`src/rtl/core_add_sub_pipe.sv`:
```
`default_nettype none
// ============================================================================
// Module   : core_add_sub_pipe
// Purpose  : Two-stage floating-point add/subtract core. Stage 1 resolves the
//            effective operation, orders the operands by magnitude and aligns
//            the smaller mantissa. Stage 2 adds or subtracts the aligned
//            mantissas and produces an unnormalized result for a downstream
//            normalizer. Valid/ready handshakes on both sides with full
//            per-stage back-pressure.
// Ports    : clk, rst_n (async, active-low)
//            in_valid/in_ready, op_sub, a_sign/b_sign, a_te/b_te, a_mant/b_mant
//            out_valid/out_ready, out_sign, out_te, out_mant (carry at MSB),
//            out_zero, out_sticky
// Config   : STICKY_BIT_EN - when defined, out_sticky reports whether any
//            nonzero bit of the smaller operand was shifted out during
//            alignment; otherwise out_sticky is tied to 0.
// Revision : 1.0 - initial release
// ============================================================================
module core_add_sub_pipe #(
    parameter int MANT_SIZE = 14,
    parameter int TE_SIZE   = 7
) (
    input  logic                     clk,
    input  logic                     rst_n,
    input  logic                     in_valid,
    output logic                     in_ready,
    input  logic                     op_sub,
    input  logic                     a_sign,
    input  logic                     b_sign,
    input  logic [TE_SIZE-1:0]       a_te,
    input  logic [TE_SIZE-1:0]       b_te,
    input  logic [MANT_SIZE-1:0]     a_mant,
    input  logic [MANT_SIZE-1:0]     b_mant,
    output logic                     out_valid,
    input  logic                     out_ready,
    output logic                     out_sign,
    output logic [TE_SIZE-1:0]       out_te,
    output logic [2*MANT_SIZE:0]     out_mant,
    output logic                     out_zero,
    output logic                     out_sticky
);

    localparam int C_EXT_W = 2*MANT_SIZE + 1;

    // ---------------- handshake ----------------
    logic s1_valid_q, s1_valid_d;
    logic s2_valid_q, s2_valid_d;
    logic w_s1_ready, w_s2_ready, w_s1_load, w_s2_load;

    assign w_s2_ready = !s2_valid_q || out_ready;
    assign w_s1_ready = !s1_valid_q || w_s2_ready;
    assign w_s1_load  = in_valid && w_s1_ready;
    assign w_s2_load  = s1_valid_q && w_s2_ready;
    assign in_ready   = w_s1_ready;

    // ---------------- stage 1: order and align ----------------
    logic                     w_eff_b_sign, w_eff_sub, w_a_big, w_big_sign;
    logic [TE_SIZE-1:0]       w_big_te, w_small_te;
    logic [MANT_SIZE-1:0]     w_big_mant, w_small_mant;
    logic [TE_SIZE:0]         w_shift;
    logic                     w_shift_sat;
    logic [C_EXT_W-1:0]       w_big_ext, w_small_ext, w_small_shifted;

    always_comb begin
        w_eff_b_sign = b_sign ^ op_sub;
        w_eff_sub    = a_sign ^ w_eff_b_sign;
        // A wins full ties so equal operands subtract to a clean zero.
        w_a_big = ($signed(a_te) > $signed(b_te)) ||
                  ((a_te == b_te) && (a_mant >= b_mant));
        if (w_a_big) begin
            w_big_sign   = a_sign;
            w_big_te     = a_te;
            w_small_te   = b_te;
            w_big_mant   = a_mant;
            w_small_mant = b_mant;
        end else begin
            w_big_sign   = w_eff_b_sign;
            w_big_te     = b_te;
            w_small_te   = a_te;
            w_big_mant   = b_mant;
            w_small_mant = a_mant;
        end
        // Sign-extended difference is never negative after ordering.
        w_shift     = {w_big_te[TE_SIZE-1], w_big_te} - {w_small_te[TE_SIZE-1], w_small_te};
        w_shift_sat = (int'(w_shift) >= 2*MANT_SIZE);
        w_big_ext   = {1'b0, w_big_mant, {MANT_SIZE{1'b0}}};
        w_small_ext = {1'b0, w_small_mant, {MANT_SIZE{1'b0}}};
        if (w_shift_sat) begin
            w_small_shifted = '0;
        end else begin
            w_small_shifted = w_small_ext >> w_shift;
        end
    end

    logic                 s1_sign_q, s1_sign_d;
    logic                 s1_sub_q,  s1_sub_d;
    logic [TE_SIZE-1:0]   s1_te_q,   s1_te_d;
    logic [C_EXT_W-1:0]   s1_big_q,  s1_big_d;
    logic [C_EXT_W-1:0]   s1_small_q, s1_small_d;

    // ---------------- stage 2: add / subtract ----------------
    logic [C_EXT_W-1:0]   w_sum;
    logic                 s2_sign_q, s2_sign_d;
    logic                 s2_zero_q, s2_zero_d;
    logic [TE_SIZE-1:0]   s2_te_q,   s2_te_d;
    logic [C_EXT_W-1:0]   s2_mant_q, s2_mant_d;

    // big >= aligned small, so the difference never goes negative; the
    // extension's zero MSB absorbs the carry of an addition.
    assign w_sum = s1_sub_q ? (s1_big_q - s1_small_q) : (s1_big_q + s1_small_q);

    always_comb begin
        s1_valid_d = s1_valid_q;
        s1_sign_d  = s1_sign_q;
        s1_sub_d   = s1_sub_q;
        s1_te_d    = s1_te_q;
        s1_big_d   = s1_big_q;
        s1_small_d = s1_small_q;
        s2_valid_d = s2_valid_q;
        s2_sign_d  = s2_sign_q;
        s2_zero_d  = s2_zero_q;
        s2_te_d    = s2_te_q;
        s2_mant_d  = s2_mant_q;
        if (w_s1_ready) begin
            s1_valid_d = in_valid;
        end
        if (w_s1_load) begin
            s1_sign_d  = w_big_sign;
            s1_sub_d   = w_eff_sub;
            s1_te_d    = w_big_te;
            s1_big_d   = w_big_ext;
            s1_small_d = w_small_shifted;
        end
        if (w_s2_ready) begin
            s2_valid_d = s1_valid_q;
        end
        if (w_s2_load) begin
            s2_mant_d = w_sum;
            s2_te_d   = s1_te_q;
            s2_zero_d = (w_sum == '0);
            s2_sign_d = (w_sum == '0) ? 1'b0 : s1_sign_q;
        end
    end

    always_ff @(posedge clk or negedge rst_n) begin
        if (!rst_n) begin
            s1_valid_q <= 1'b0;
            s1_sign_q  <= 1'b0;
            s1_sub_q   <= 1'b0;
            s1_te_q    <= '0;
            s1_big_q   <= '0;
            s1_small_q <= '0;
            s2_valid_q <= 1'b0;
            s2_sign_q  <= 1'b0;
            s2_zero_q  <= 1'b0;
            s2_te_q    <= '0;
            s2_mant_q  <= '0;
        end else begin
            s1_valid_q <= s1_valid_d;
            s1_sign_q  <= s1_sign_d;
            s1_sub_q   <= s1_sub_d;
            s1_te_q    <= s1_te_d;
            s1_big_q   <= s1_big_d;
            s1_small_q <= s1_small_d;
            s2_valid_q <= s2_valid_d;
            s2_sign_q  <= s2_sign_d;
            s2_zero_q  <= s2_zero_d;
            s2_te_q    <= s2_te_d;
            s2_mant_q  <= s2_mant_d;
        end
    end

    assign out_valid = s2_valid_q;
    assign out_sign  = s2_sign_q;
    assign out_te    = s2_te_q;
    assign out_mant  = s2_mant_q;
    assign out_zero  = s2_zero_q;

`ifdef STICKY_BIT_EN
    // Shifted-out bits are those below position w_shift; when saturated the
    // whole small operand is lost.
    logic w_sticky;
    logic s1_sticky_q, s1_sticky_d;
    logic s2_sticky_q, s2_sticky_d;

    always_comb begin
        if (w_shift_sat) begin
            w_sticky = |w_small_ext;
        end else begin
            w_sticky = |(w_small_ext & ~({C_EXT_W{1'b1}} << w_shift));
        end
        s1_sticky_d = s1_sticky_q;
        s2_sticky_d = s2_sticky_q;
        if (w_s1_load) begin
            s1_sticky_d = w_sticky;
        end
        if (w_s2_load) begin
            s2_sticky_d = s1_sticky_q;
        end
    end

    always_ff @(posedge clk or negedge rst_n) begin
        if (!rst_n) begin
            s1_sticky_q <= 1'b0;
            s2_sticky_q <= 1'b0;
        end else begin
            s1_sticky_q <= s1_sticky_d;
            s2_sticky_q <= s2_sticky_d;
        end
    end

    assign out_sticky = s2_sticky_q;
`else
    assign out_sticky = 1'b0;
`endif

endmodule
`default_nettype wire

```
`config.mk`:
```
export PLATFORM = sky130hd
export DESIGN_NAME = core_add_sub_pipe
export DESIGN_NICKNAME = d
export VERILOG_FILES = /design/src/rtl/core_add_sub_pipe.sv
export SDC_FILE = /design/constraint.sdc
export NUM_CORES = 1
export LEC_CHECK = 0
export CAP_MARGIN = 15
export CORE_MARGIN = 2
export CORE_UTILIZATION = 42
export CTS_BUF_LIST = sky130_fd_sc_hd__clkbuf_8
export DETAILED_ROUTE_END_ITERATION = 12
export DONT_BUFFER_PORTS = 1
export PLACE_DENSITY = 0.68
export SKIP_LAST_GASP = 1
export SYNTH_ARGS = -nofsm -noshare
export SYNTH_HDL_FRONTEND = slang
export SYNTH_SLANG_ARGS = --single-unit
```
`constraint.sdc`:
```
create_clock -name clk -period 2.75 [get_ports clk]
set_input_delay 0.4125 -clock clk [delete_from_list [all_inputs] [get_ports clk]]
set_output_delay 0.4125 -clock clk [all_outputs]
set_load 0.03 [all_outputs]
```
# == Word level (Yosys, flattened, before mapping) ==
# Index checks and enable logic that the tools add are counted.
# totals
regBits,92
elab_cells,38
output_inout_bits,41
# classes
bitwise,2
n_eq_ne,1
add_sub_neg,3
magnitude_cmp,3
n_reduce_logical,9
n_shift,1
muxes,8
# op_table
op,count
29-bit two-way mux,2
28-bit by 29-bit adder with 29-bit output,1
29-bit zero test,1
28-bit by 8-bit >> shifter with 29-bit output,1
28-bit by 29-bit subtractor with 29-bit output,1
14-bit two-way mux,2
14-bit >= comparator,1
7-bit two-way mux,2
8-bit by 5-bit >= comparator with 1-bit output (second input constant),1
7-bit by 7-bit subtractor with 8-bit output,1
7-bit equality test,1
7-bit greater-than comparator,1
1-bit logical AND,3
1-bit logical OR,3
1-bit zero test,2
1-bit two-way mux,2
1-bit bitwise XOR,2

# == Depth between registers and ports, before layout ==
# logic_depth
word_depth,7
ltp_mapped,23
ltp_nobuf,18

# == Worst setup path after synthesis ==
# Ideal clock, no wire load.
# synth_path
path_type,input to register
from,input b_te[3]
to,register s1_small_q[11]
setup_slack_ps,-1752
path_stages,18
required_time_ps,2624
arrival_time_ps,4376
setup_ps,126
path_cell_list,inv_1 -> ha_1 -> buf_4 -> nand3_4 -> o211ai_1 -> o31ai_4 -> nor2_4 -> buf_2 -> clkbuf_1 -> a21oi_1 -> ha_1 -> a22o_1 -> a221o_1 -> o21ba_1 -> o22a_1 -> a32oi_4 -> nor4_4 -> a221o_1
# synth_between
elab_chain_len,7
elab_cells_between_ends,11
# synth_rtl
item,line,text
from (decl),31,"input logic [TE_SIZE-1:0] b_te,"
branches (longest 6 deep; another with 7-bit by 7-bit subtractor with 8-bit output),n/a,
29-bit two-way mux (*),88,if (w_shift_sat) begin
to (signal assigned),164,s1_small_q <= s1_small_d;
to (decl),99,"logic [C_EXT_W-1:0] s1_small_q, s1_small_d;"
# Every way passes the cells marked *.
# A chain may end at the register's enable or synchronous reset.

# == Final worst setup path ==
# layout_path
from,input b_mant[12]
to,register s1_small_q[11]
# layout_between
elab_chain_len,7
elab_cells_between_ends,10
# layout_rtl
item,line,text
from (decl),33,"input logic [MANT_SIZE-1:0] b_mant,"
14-bit >= comparator,69,((a_te == b_te) && (a_mant >= b_mant));
1-bit logical AND,69,
1-bit logical OR,68,w_a_big = ($signed(a_te) > $signed(b_te)) ||
7-bit two-way mux,70,if (w_a_big) begin
7-bit by 7-bit subtractor with 8-bit output,84,"w_shift = {w_big_te[TE_SIZE-1], w_big_te} - {w_small_te[TE_SIZE-1], w_small_te};"
28-bit by 8-bit >> shifter with 29-bit output / 8-bit by 5-bit >= comparator with 1-bit output (equally long branches),"91, 85",
29-bit two-way mux (*),88,
# Mark *: on every way between the ends. The rest lies on a longest branch, timed or not.

==> impl_metrics.py <==
metrics = {
    "global_routing": {
        "grt_pass1_wl_mm": 36.70,
        "groute.usage.overall_pct": 25.32,
        "grt_pass1_vias": 7191,
        "grt_max_degree": 92,
        "antenna_found_initial": 0,
        "overflow": 0,
    },
    "place": {
        "dp_cells": 1261,
        "place.gp.congestion": 0.9445,
        "placed_area_sq_mm": 0.009265,
        "dp_hpwl_mm": 18.07,
        "portBuffers": 0,
    },
    "layout": {
        "fin_cells": 1308,
        "diodes": 0,
        "areaGrowthSynthToFinish_pct": 40.69,
        "layout-drive-gt1-share_pct": 39.70,
        "nets": 1180,
        "finalInstanceArea_sq_mm": 0.01047,
        "fillers": 1463,
    },
    "synth": {
        "synth_fp_nets": 961,
        "synthArstFlopShare_pct": 100.0,
        "synth_area_leaders": "dfrtp_1, ha_1, o21ai_0, nand2_1, mux2i_1",
        "synth_cells": 860,
        "ys_warn_count": 0,
        "synth_edf_count": 0,
        "synth.most_common_cell": "nand2_1",
        "ys_ff_latch": 91,
        "synth_flop_cell": "dfrtp_1",
        "ys_seq_area_share_pct": 30.60,
        "syn-cell-area_sq_mm": 0.007442,
        "synth.distinct_cells": 78,
        "netlist.area_leader.share_pct": 30.60,
        "synth.largest_area_cell": "dfrtp_1",
        "synth.avg_cell_area_sq_um": 8.654,
        "synthTopCellsByCount": "nand2_1, dfrtp_1, o21ai_0",
    },
    "timing": {
        "finClkSkew_ns": 0.01196,
        "fin_setup_tns_ns": -23.31,
        "setup_viol": 33,
        "rsz0062_at_grt": "yes",
        "drv_slew": 0,
        "period_needed_ns": 3.624,
        "slew_headroom_pct": 55.55,
        "hold_viol": 0,
        "worst_pin_slew_ns": 0.6647,
        "fin_ws_ns": -0.8744,
        "post-route-period-util_pct": 131.8,
        "clock.fmax_mhz": 275.9,
    },
    "critical_path": {
        "crit_path_end_kind": "flop",
        "cp.arrival_ns": 3.90,
        "path_class": "in2reg",
        "crit_required_ns": 3.03,
        "crit_fanout": 6,
        "critPathLaunchType": "input pin",
    },
    "cts": {
        "worstSkewPairLatency_ns": 0.39,
        "h-tree-depth": 3,
        "cts_root_buffer": "clkbuf_8",
        "cts_tree": "yes",
        "numCtsBuffers": 9,
        "clkTransAtPathRegs_ns": 0.10,
        "cts_sinks": 91,
        "clockBufferDepth": 2,
    },
    "power": {
        "p_int_mw": 3.893,
        "netSwitchingPower_mw": 3.091,
        "p_sw_share_pct": 44.26,
        "power_density_mw_per_mm2": 667.0,
        "p_comb_share_pct": 55.4,
        "clockPowerShare_pct": 12.5,
        "seqPwrFrac_pct": 32.0,
        "ir_drop_v": 0.0004147,
        "leakage_nw": 4.666,
        "power_mw": 6.984,
    },
    "route": {
        "wirelength_mm": 23.87,
        "ant_nets": 0,
        "via_per_inst": 5.614,
        "wl_per_cell_um": 18.25,
        "vias": 7343,
        "drtIter0Drc": 480,
        "drc": 0,
        "first_pass_iters": 5,
    },
    "floorplan": {
        "die-area_sq_mm": 0.01880,
        "rows": 48,
        "die_h_um": 137.1,
        "io-pin-count": 90,
        "die_w_um": 137.1,
        "start_util_pct": 43.03,
        "core_area_sq_mm": 0.01730,
    },
    "hold_path": {
        "hp-class": "in2reg",
    },
    "outcome": {
        "violations": "setup timing",
        "status": "finished, violations left",
    },
    "job": {
        "drv_cap": 0,
    },
}
kinds of logic after synthesis:
family / Yosys count / synth area share [%]
and+or+nand+nor: 268 / 17.69
AOI/OAI and AO/OA: 252 / 22.50
buffers and inverters: 103 / 5.632
DFF: 91 / 30.60
muxes: 60 / 10.51
adders and majority gates: 52 / 8.843
xor gates and xnor gates: 33 / 4.186
other: 1 / 0.05039
per-stage QoR:
stage,worst slack [ns],hold WS (ns),utilization [%]
final,-0.8744,0.1479,60.53
after detailed placement,-1.309,0.1189,53.57
after CTS,-0.7060,0.1387,57.83
after global routing,-1.015,0.1483,60.53
after floorplan,-1.399,0.1169,-
after global placement,-1.280,0.1190,53.57
placed cells by master (no fill, tap or decap), drive strengths merged, types with 13 or more instances in the layout:
master and count:
buf 253, nand2 99, dfrtp 91, o21ai 86, a21oi 60, inv 59, nor2 58, ha 51
mux2i 32, nand3 27, xnor2 17, xor2 16, mux2 15, nand2b 15, nor3 15, mux4 13
o22ai 13
critical path: stages:
cell	delay, ns
inv_1	0.05
ha_4	0.27
nand4_1	0.19
a2111oi_4	0.43
a211o_1	0.22
a211oi_2	0.09
a21oi_2	0.11
ha_2	0.21
buf_4	0.14
nor2_4	0.04
o21ai_1	0.12
o41a_1	0.19
and3_4	0.22
buf_12	0.14
mux2i_4	0.27
mux2i_2	0.13
mux2i_1	0.28
nor4_2	0.10
a221o_1	0.27
repair_timing:
action,4_1_cts,5_1_grt
pin swaps,45,40
gates cloned,0,1
endpoints found under the setup margin,36,38
hold buffers,2,0
buffers inserted,22,10
gates resized for setup,91,71
hold endpoints to repair,91,0
path summary, 6_finish.rpt:
kind / cells after the start / slack (ns) / from / end
setup reg to reg: 15 / -0.60 / s1_small_q[15]$_DFFE_PN0P_ / out_sign$_DFFE_PN0P_
min in group asynchronous: 2 / 0.59 / rst_n / out_mant[28]$_DFFE_PN0P_
hold reg to reg: 2 / 0.48 / s1_te_q[4]$_DFFE_PN0P_ / s1_te_q[4]$_DFFE_PN0P_
max in group asynchronous: 2 / 1.77 / rst_n / s1_big_q[14]$_DFFE_PN0P_
hold / removal: 1 / 0.15 / in_valid / s1_valid_q$_DFFE_PN0N_
setup / recovery: 19 / -0.87 / b_mant[12] / s1_small_q[11]$_DFFE_PN0P_
cell type report:
class | count | area (sq um) | area share (%)
clock buffers | 9 | 123.9 | 1.183
repair buffers | 255 | 2037 | 19.46
well taps | 225 | 281.5 | 2.689
inverters | 56 | 259.0 | 2.474
flip-flops and latches | 91 | 2278 | 21.76
multi-input cells | 666 | 5443 | 51.98
clock inverters | 6 | 47.55 | 0.4541
power by group through the flow:
stage / sequential, mW / clock, mW / combinational [mW]
after global placement: 2.25 / 0 / 3.28
after detailed placement: 2.27 / 0 / 3.31
after floorplan: 2.21 / 0 / 1.90
after CTS: 2.24 / 0.902 / 3.58
final: 2.24 / 0.874 / 3.87
after global routing: 2.29 / 0.940 / 4.21
routing by layer:
metal	global-route usage, %	wire, um	vias up
met5	0	0	-
met4	10.02	879	0
met3	6.111	1566	60
met2	42.32	11270	248
met1	31.39	10160	3490
li1	-	-	3545
state kept, by name, summed over array words and instances, names as in the netlist, 7 cells and up:
name        flops
s1_te_q         7
out_mant       29
s1_big_q       14
s1_small_q     28
out_te          7
Power figures use the tool's default switching activity.
